**config.mk**
```make
export PLATFORM = sky130hd
export DESIGN_NAME = control_sequencer
export DESIGN_NICKNAME = d
export VERILOG_FILES = /design/src/rtl/cpu_pkg.sv /design/src/rtl/microcode_rom.sv /design/src/rtl/control_sequencer.sv
export SDC_FILE = /design/constraint.sdc
export NUM_CORES = 1
export LEC_CHECK = 0
export ABC_CLOCK_PERIOD_IN_PS = 2290
export CELL_PAD_IN_SITES_DETAIL_PLACEMENT = 1
export CELL_PAD_IN_SITES_GLOBAL_PLACEMENT = 2
export CORE_ASPECT_RATIO = 1.1
export CORE_MARGIN = 5
export CORE_UTILIZATION = 30
export DETAILED_ROUTE_END_ITERATION = 8
export DONT_BUFFER_PORTS = 1
export GPL_ROUTABILITY_DRIVEN = 0
export PLACE_DENSITY_LB_ADDON = 0.1
export SYNTH_ARGS = -nofsm -noshare
export SYNTH_HDL_FRONTEND = slang
export SYNTH_HIERARCHICAL = 1
export SYNTH_SLANG_ARGS = --single-unit
```
**constraint.sdc**
```tcl
create_clock -name clk -period 2.29 [get_ports clk]
set_input_delay 0.3435 -clock clk [delete_from_list [all_inputs] [get_ports clk]]
set_output_delay 0.3435 -clock clk [all_outputs]
set_load 0.05 [all_outputs]
```
**src/rtl/cpu_pkg.sv**
```systemverilog
// Shared definitions for the 8-bit bus CPU control path.
// Holds opcodes, sequencer state encoding and control-word bit positions.
// Both the sequencer RTL and its bench use these so strobe ordering stays in one place.
package cpu_pkg;

    // Widths of the decoded opcode and the step debug field
    localparam int OP_W      = 4;
    localparam int STEP_BITS = 3;

    // Instruction set, IR[7:4]
    localparam logic [OP_W-1:0] OP_NOP = 4'h0;
    localparam logic [OP_W-1:0] OP_LDA = 4'h1;
    localparam logic [OP_W-1:0] OP_ADD = 4'h2;
    localparam logic [OP_W-1:0] OP_SUB = 4'h3;
    localparam logic [OP_W-1:0] OP_STA = 4'h4;
    localparam logic [OP_W-1:0] OP_LDI = 4'h5;
    localparam logic [OP_W-1:0] OP_JMP = 4'h6;
    localparam logic [OP_W-1:0] OP_JC  = 4'h7;
    localparam logic [OP_W-1:0] OP_JZ  = 4'h8;
    localparam logic [OP_W-1:0] OP_OUT = 4'hE;
    localparam logic [OP_W-1:0] OP_HLT = 4'hF;

    // Sequencer T-states; T0..T4 encode their own step index
    typedef enum logic [2:0] {
        ST_T0   = 3'd0,
        ST_T1   = 3'd1,
        ST_T2   = 3'd2,
        ST_T3   = 3'd3,
        ST_T4   = 3'd4,
        ST_HALT = 3'd5
    } state_t;

    // Control-word bit positions
    localparam int CW_PC_OUT     = 0;
    localparam int CW_PC_INC     = 1;
    localparam int CW_PC_LOAD    = 2;
    localparam int CW_MAR_LOAD   = 3;
    localparam int CW_RAM_OUT    = 4;
    localparam int CW_RAM_LOAD   = 5;
    localparam int CW_IR_LOAD    = 6;
    localparam int CW_IR_OUT     = 7;
    localparam int CW_A_LOAD     = 8;
    localparam int CW_A_OUT      = 9;
    localparam int CW_B_LOAD     = 10;
    localparam int CW_ALU_OUT    = 11;
    localparam int CW_ALU_SUB    = 12;
    localparam int CW_FLAGS_LOAD = 13;
    localparam int CW_OUT_LOAD   = 14;
    localparam int CW_W          = 15;

    typedef logic [CW_W-1:0] cw_t;

    // Single-bit control-word mask for a strobe index
    function automatic cw_t cw_bit(input int idx);
        cw_t m;
        m = '0;
        m[idx] = 1'b1;
        return m;
    endfunction

    // The strobes that put a value on the shared bus
    function automatic cw_t bus_drivers(input cw_t cw);
        cw_t m;
        m = cw_bit(CW_PC_OUT) | cw_bit(CW_RAM_OUT) | cw_bit(CW_IR_OUT) |
            cw_bit(CW_A_OUT)  | cw_bit(CW_ALU_OUT);
        return cw & m;
    endfunction

endpackage

```
**src/rtl/microcode_rom.sv**
```systemverilog
// Microcode decode: (state, opcode, cf, zf) -> control word, end-of-instruction, halt request.
// Latency: purely combinational, zero cycles.
// Backpressure: none; the sequencer gates the word with ena/reset/halt.
module microcode_rom
    import cpu_pkg::*;
(
    input  state_t            state,
    input  logic [OP_W-1:0]   opcode,
    input  logic              cf,
    input  logic              zf,
    output cw_t               cw,
    output logic              last,
    output logic              hlt
);

    // Per-step strobe decode; fetch steps ignore the opcode, execute steps follow it
    always_comb begin
        cw   = '0;
        last = 1'b0;
        hlt  = 1'b0;
        case (state)
            ST_T0: begin
                cw[CW_PC_OUT]   = 1'b1;
                cw[CW_MAR_LOAD] = 1'b1;
            end
            ST_T1: begin
                cw[CW_RAM_OUT] = 1'b1;
                cw[CW_IR_LOAD] = 1'b1;
                cw[CW_PC_INC]  = 1'b1;
            end
            ST_T2: begin
                case (opcode)
                    OP_LDA, OP_ADD, OP_SUB, OP_STA: begin
                        cw[CW_IR_OUT]   = 1'b1;
                        cw[CW_MAR_LOAD] = 1'b1;
                    end
                    OP_LDI: begin
                        cw[CW_IR_OUT] = 1'b1;
                        cw[CW_A_LOAD] = 1'b1;
                        last          = 1'b1;
                    end
                    OP_JMP: begin
                        cw[CW_IR_OUT]  = 1'b1;
                        cw[CW_PC_LOAD] = 1'b1;
                        last           = 1'b1;
                    end
                    OP_JC: begin
                        cw[CW_IR_OUT]  = cf;
                        cw[CW_PC_LOAD] = cf;
                        last           = 1'b1;
                    end
                    OP_JZ: begin
                        cw[CW_IR_OUT]  = zf;
                        cw[CW_PC_LOAD] = zf;
                        last           = 1'b1;
                    end
                    OP_OUT: begin
                        cw[CW_A_OUT]    = 1'b1;
                        cw[CW_OUT_LOAD] = 1'b1;
                        last            = 1'b1;
                    end
                    OP_HLT: begin
                        hlt = 1'b1;
                    end
                    // NOP and the unassigned codes 0x9..0xD do nothing for one step
                    default: begin
                        last = 1'b1;
                    end
                endcase
            end
            ST_T3: begin
                case (opcode)
                    OP_LDA: begin
                        cw[CW_RAM_OUT] = 1'b1;
                        cw[CW_A_LOAD]  = 1'b1;
                        last           = 1'b1;
                    end
                    OP_ADD, OP_SUB: begin
                        cw[CW_RAM_OUT] = 1'b1;
                        cw[CW_B_LOAD]  = 1'b1;
                        cw[CW_ALU_SUB] = (opcode == OP_SUB);
                    end
                    OP_STA: begin
                        cw[CW_A_OUT]    = 1'b1;
                        cw[CW_RAM_LOAD] = 1'b1;
                        last            = 1'b1;
                    end
                    // Opcode changed under us: bail back to fetch rather than stall
                    default: begin
                        last = 1'b1;
                    end
                endcase
            end
            ST_T4: begin
                if (opcode == OP_ADD || opcode == OP_SUB) begin
                    cw[CW_ALU_OUT]    = 1'b1;
                    cw[CW_A_LOAD]     = 1'b1;
                    cw[CW_FLAGS_LOAD] = 1'b1;
                    cw[CW_ALU_SUB]    = (opcode == OP_SUB);
                end
                last = 1'b1;
            end
            default: begin
                cw = '0;
            end
        endcase
    end

endmodule

```
**src/rtl/control_sequencer.sv**
```systemverilog
// Fetch/execute T-state sequencer issuing bus load/output strobes to the datapath.
// Latency: strobes are combinational from the registered step; one T-state per enabled clock.
// Backpressure: ena=0 holds the step and zeroes all strobes; HALT holds until rst.
module control_sequencer
    import cpu_pkg::*;
#(
    parameter int OPCODE_W = 4,
    parameter int STEP_W   = 3
) (
    input  logic                clk,
    input  logic                rst,
    input  logic                ena,
    input  logic [OPCODE_W-1:0] opcode,
    input  logic                cf,
    input  logic                zf,
    output logic                pc_out,
    output logic                pc_inc,
    output logic                pc_load,
    output logic                mar_load,
    output logic                ram_out,
    output logic                ram_load,
    output logic                ir_load,
    output logic                ir_out,
    output logic                a_load,
    output logic                a_out,
    output logic                b_load,
    output logic                alu_out,
    output logic                alu_sub,
    output logic                flags_load,
    output logic                out_load,
    output logic                halted,
    output logic [STEP_W-1:0]   step
);

    state_t          state;
    state_t          state_nxt;
    logic [OP_W-1:0] op_nib;
    cw_t             rom_cw;
    logic            rom_last;
    logic            rom_hlt;
    logic            run;
    cw_t             cw;

    assign op_nib = OP_W'(opcode);

    microcode_rom u_rom (
        .state  (state),
        .opcode (op_nib),
        .cf     (cf),
        .zf     (zf),
        .cw     (rom_cw),
        .last   (rom_last),
        .hlt    (rom_hlt)
    );

    // State register; reset wins over ena, HALT and any mid-instruction step
    always_ff @(posedge clk) begin
        if (rst) begin
            state <= ST_T0;
        end else begin
            state <= state_nxt;
        end
    end

    // Next step: advance only when enabled, wrap on end-of-instruction, trap on HLT
    always_comb begin
        state_nxt = state;
        if (state != ST_HALT && ena) begin
            if (rom_hlt) begin
                state_nxt = ST_HALT;
            end else if (rom_last) begin
                state_nxt = ST_T0;
            end else begin
                state_nxt = state_t'(3'(state) + 3'd1);
            end
        end
    end

    // Strobes only fire in a live, enabled, non-reset cycle
    assign run = ena && !rst && (state != ST_HALT);
    assign cw  = run ? rom_cw : '0;

    assign pc_out     = cw[CW_PC_OUT];
    assign pc_inc     = cw[CW_PC_INC];
    assign pc_load    = cw[CW_PC_LOAD];
    assign mar_load   = cw[CW_MAR_LOAD];
    assign ram_out    = cw[CW_RAM_OUT];
    assign ram_load   = cw[CW_RAM_LOAD];
    assign ir_load    = cw[CW_IR_LOAD];
    assign ir_out     = cw[CW_IR_OUT];
    assign a_load     = cw[CW_A_LOAD];
    assign a_out      = cw[CW_A_OUT];
    assign b_load     = cw[CW_B_LOAD];
    assign alu_out    = cw[CW_ALU_OUT];
    assign alu_sub    = cw[CW_ALU_SUB];
    assign flags_load = cw[CW_FLAGS_LOAD];
    assign out_load   = cw[CW_OUT_LOAD];

    assign halted = (state == ST_HALT);
    assign step   = (state == ST_HALT) ? STEP_W'(4) : STEP_W'(3'(state));

endmodule

```
* Word level (Yosys, flattened, before mapping)
Cells that the tools add are included.
Word-level totals: register bits after elaboration 3, bits in latches 0, RAM bits 0, bits in read-only memories 0, logic and storage cells 64, memories kept 0
Cells by class: add/subtract/negate cells 1, multiply operators 0, divide/modulo/power cells 0, $lt $le $gt $ge 0, eq/ne operators 16, shifts and indexed selects 0, muxes and demuxes 35, bitwise operators 0, reductions and logical operators 11
Operators with widths (number):
- two-way mux 1 bit | 22
- == test 4 x 3 -> 1 bit, second input constant | 4
- two-way mux 15 bit | 1
- == test 4 bit, second input constant | 3
- two-way mux 3 bit | 4
- case mux 1 bit (3 select lines) | 4
- == test 4 x 2 -> 1 bit, second input constant | 2
- case mux 1 bit (2 select lines) | 4
- == test 3 x 2 -> 1 bit, second input constant | 2
- == test 3 bit, second input constant | 2
- OR reduction 6 bit | 1
- OR reduction 5 bit | 1
- == test 4 x 1 -> 1 bit, second input constant | 1
- OR reduction 4 bit | 1
- adder 3 x 1 -> 3 bit, second input constant | 1
- == test 3 x 1 -> 1 bit, second input constant | 1
- logical AND 1 bit | 3
- zero test 3 bit | 1
- inequality test 3 bit, second input constant | 1
- OR reduction 3 bit | 1
- OR reduction 2 bit | 1
- zero test 1 bit | 1
- logical OR 1 bit | 1

* Logic depth before layout (Yosys ltp)
depth in word-level cells 6, gate-level depth with buffers 7

* By module
The synthesis kept the hierarchy.
By module, submodules not included:
- microcode_rom | instances 1, cells each 58, area each 357.8 sq um, sequential area each 0.0 sq um
- control_sequencer | instances 1, cells each 41, area each 292.8 sq um, sequential area each 60.1 sq um

* Worst setup path after synthesis
OpenSTA, ideal clock, no wires.
path kind reg-to-output, from reg state[1], to out step[0], arrival 1.829 ns, required time 1.947 ns, slack 0.118 ns, cell stages (with the launch flop) 5, buffers on the path 0, path through dfxtp_1 > inv_1 > ha_1 > and2_1 > nor2b_1
On the way: word-level cells in the longest chain between the ends 2
Ends and longest elaborated chain:
- start, declared | RTL line control_sequencer.sv:35 | state_t state;
- start signal, assigned | RTL line control_sequencer.sv:61 | state <= state_nxt;
- == test 3 bit
- net halted | RTL line control_sequencer.sv:31 | output logic halted,
- two-way mux 3 bit | RTL line control_sequencer.sv:100 | assign step = (state == ST_HALT) ? STEP_W'(4) : STEP_W'(3'(state));
- end, declared | RTL line control_sequencer.sv:32 | output logic [STEP_W-1:0] step
The timed path passes the listed nets, and every way through them passes these cells.

* Worst setup path in the final report
from reg state[1], to out a_load
On the way: word-level cells in the longest chain between the ends 3, elaborated cells on any way between the ends 7, classes of those cells eq/ne (4); mux (2); reduce/logical (1)
Ends and longest elaborated chain:
- == test 3 bit / == test 3 x 2 -> 1 bit (equally long branches) | RTL line microcode_rom.sv:21 | case (state)
- case mux 1 bit (3 select lines) (*) | RTL line microcode_rom.sv:21
- net rom_cw[8] | RTL line control_sequencer.sv:38 | cw_t rom_cw;
- two-way mux 15 bit (*) | RTL line control_sequencer.sv:81 | assign cw = run ? rom_cw : '0;
- end, declared | RTL line control_sequencer.sv:24 | output logic a_load,
The timed path passes the listed nets; every way through them passes the cells marked *.

==> metrics.json <==
{
  "run_status": "completed",
  "global_route.usage.total": 0.126,
  "effective_utilization_at_floorplan": 0.319,
  "fmax_mhz": 462,
  "flip_flop_and_latch_area_um2": 60.1,
  "final.setup_skew_ns": 0.00250,
  "numPlacedInstances": 139,
  "area.growth.synth_to_final_pct": 56.3,
  "route.final.wire_length_um": 2070,
  "cts_buffers": 3,
  "synth_top_area_frac": 0.154,
  "placement_rows": 17,
  "pin_count": 28,
  "clk_sinks": 3,
  "die_y_um": 58.8,
  "finish.cell_count_without_fillers": 144,
  "drt_first_iter_violations": 10,
  "number_of_antenna_violations_at_the_first_check_in_global_routing": 0,
  "fp.dieArea_um2": 3200,
  "vias_per_cell": 5.17,
  "setup_viol_count_final": 0,
  "root_buffer": "sky130_fd_sc_hd__clkbuf_4",
  "synth.avg_cell_area_um2": 6.57,
  "syn_area_um2": 651,
  "grt_pass1_vias": 738,
  "timing.max_cap.violations": 0,
  "power.static_leakage_nw": 0.394,
  "synth.ff_latch_count": 3,
  "grt_start_max_net_pins": 16,
  "clk_latency_ns": 0.23,
  "final_min_period_over_clock_period": 0.946,
  "worst-slew-pin-transition_ns": 0.288,
  "worstHoldStart": "rst",
  "fillerInstances": 260,
  "synth-seq-area-share": 0.0923,
  "estimated_wirelength_of_the_detail_placed_design_um": 1540,
  "multiInputGateArea_um2": 543,
  "largest_register_ffs": 3,
  "slew_headroom": 0.808,
  "avgRoutedWirePerCell_um": 14.4,
  "global_route.overflow_total": 0,
  "postCtsSetupBuffers": 0,
  "cts_htree_levels": 1,
  "routed_via_count": 744,
  "worstSetupStartpoint": "state[1]$_SDFFE_PP0P_",
  "rsz0062_at_grt": "false",
  "nets_in_the_synthesized_netlist": 110,
  "cts.path.max_buffers": 2,
  "setup-tns-final_ns": 0,
  "drive_gt1_frac": 0.250,
  "synthTopCellsByArea": "sky130_fd_sc_hd__and2_1 15%, sky130_fd_sc_hd__dfxtp_1 9.2%, sky130_fd_sc_hd__nor2_1 8.1%",
  "numPortBuffers": 0,
  "synth_area_leader_cell": "sky130_fd_sc_hd__and2_1",
  "yosysUniqueCellTypes": 39,
  "yosys_warnings": 6,
  "required_time_of_the_critical_path_ns": 1.95,
  "final_antenna_net_count": 0,
  "cp-end-kind": "output port",
  "tritoncts_clock_tree": "done",
  "worstHoldPathType": "input port to flip-flop",
  "drt_first_pass_iters": 4,
  "dr_drc_count": 0,
  "die_w_um": 54.4,
  "std_cell_core_area_um2": 2040,
  "reg_top3": "state x3",
  "critical_path.reg2reg.startpoint": "state[2]$_SDFFE_PP0P_",
  "largest-register": "state",
  "power.ir.vdd_worst_mv": 0.271,
  "worstPathMaxFanout": 6,
  "layout_min_cycle_time_ns": 2.17,
  "antenna-diode-count": 0,
  "timing_worst_setup_path_type": "flip-flop to output port",
  "number_of_nets_in_the_final_layout": 128,
  "cts.hold.buffers_added": 0,
  "cp.arrival_ns": 1.82,
  "final-hold-violation-count": 0,
  "syn-instance-count": 99,
  "timing.critical_path.from_type": "flip-flop",
  "grt_first_pass_wirelength_um": 3110,
  "clk_pin_slew_ns": 0.03,
  "power_per_cell_area_nw_per_um2": 311,
  "slew_violations": 0
}
==> cells in the final DEF, fill, tap and decap left out, drive strengths merged <==
cell type,Yosys,layout
o221ai,1,1
xor2,1,1
or4b,1,1
clkbuf,5,4
a21boi,1,1
ha,2,2
xnor2,1,1
nor4b,1,1
nand3,1,1
nand2,5,5
and2,16,16
and3b,1,1
or4,1,1
o31a,1,1
or2,1,1
nor3b,2,2
nor2b,2,2
nand2b,2,2
o21ai,4,4
or3b,2,2
buf,4,21
nor3,6,6
and3,1,1
nand4b,1,1
nand4,1,1
a21oi,6,6
nand3b,1,1
and2b,1,1
nand4bb,1,1
or2b,1,1
dfxtp,3,3
a21bo,1,1
inv,2,2
o21a,3,3
o211ai,1,1
nor2,15,16
==> kinds of logic after synthesis <==
family	after synthesis	share of synthesized area
and+or+nand+nor	63	0.567
AOI/OAI and AO/OA	18	0.177
xor gates and xnor gates	2	0.0269
DFF	3	0.0923
adders and majority gates	2	0.0385
buffers and inverters	11	0.0981
==> repair_timing <==
action,CTS,global route
resized for setup,1,1
endpoints found under the setup margin,15,15
gates cloned,0,1
==> cells in the mapped netlist, drive strengths merged <==
cell and count:
a21bo 1, a21boi 1, a21oi 6, and2 16
and2b 1, and3 1, and3b 1, buf 4
clkbuf 5, dfxtp 3, ha 2, inv 2
nand2 5, nand2b 2, nand3 1, nand3b 1
nand4 1, nand4b 1, nand4bb 1, nor2 15
nor2b 2, nor3 6, nor3b 2, nor4b 1
o211ai 1, o21a 3, o21ai 4, o221ai 1
o31a 1, or2 1, or2b 1, or3b 2
or4 1, or4b 1, xnor2 1, xor2 1
==> metal layers <==
metal	global-route usage	wire length, um	vias to the layer above
met5	0	0	-
met4	0.0534	0	0
met3	0.0152	126	0
met2	0.209	1060	20
met1	0.161	880	349
li1	-	-	375
==> worst max-delay path, cell delays in order, from the launching register on <==
cell and delay [ns]:
sky130_fd_sc_hd__dfxtp_1 0.34, sky130_fd_sc_hd__or3b_4 0.43, sky130_fd_sc_hd__or3b_1 0.35, sky130_fd_sc_hd__a21oi_1 0.14, sky130_fd_sc_hd__and2_1 0.18, sky130_fd_sc_hd__buf_12 0.14
==> path summary, 6_finish.rpt <==
check	depth (start not counted)	slack (ns)	to
max	5	0.12	a_load
max reg2reg	6	0.46	state[1]$_SDFFE_PP0P_
min reg2reg	2	0.53	state[1]$_SDFFE_PP0P_
min	1	0.18	state[1]$_SDFFE_PP0P_
==> power by group <==
part	internal, mW	switching [mW]	leakage [nW]
clock network	0.0652	0.0256	0.0150
registers	0.0573	0.00555	0.0248
logic	0.0690	0.0936	0.354
total	0.192	0.125	0.394
==> stage by stage <==
stage               total power, mW  cell area [um2]   util  hold slack, ns  setup slack [ns]
floorplan                     0.185              651      -           0.413             0.118
global placement              0.220              975  0.477           0.416             0.308
detailed placement            0.224              975  0.477           0.417             0.227
CTS                           0.320             1010  0.493           0.169            0.0994
global route                  0.343             1020  0.498           0.168            0.0203
finish                        0.316             1020  0.498           0.184             0.125
==> area by class of cell <==
| type | count | area share |
|---|---|---|
| clock buffer | 4 | 0.0258 |
| timing repair buffer | 21 | 0.339 |
| sequential | 3 | 0.0590 |
| multi-input combinational | 86 | 0.534 |
| tap | 28 | 0.0344 |
| inverter | 2 | 0.00738 |
No activity file was read; power rests on OpenSTA's default activity.
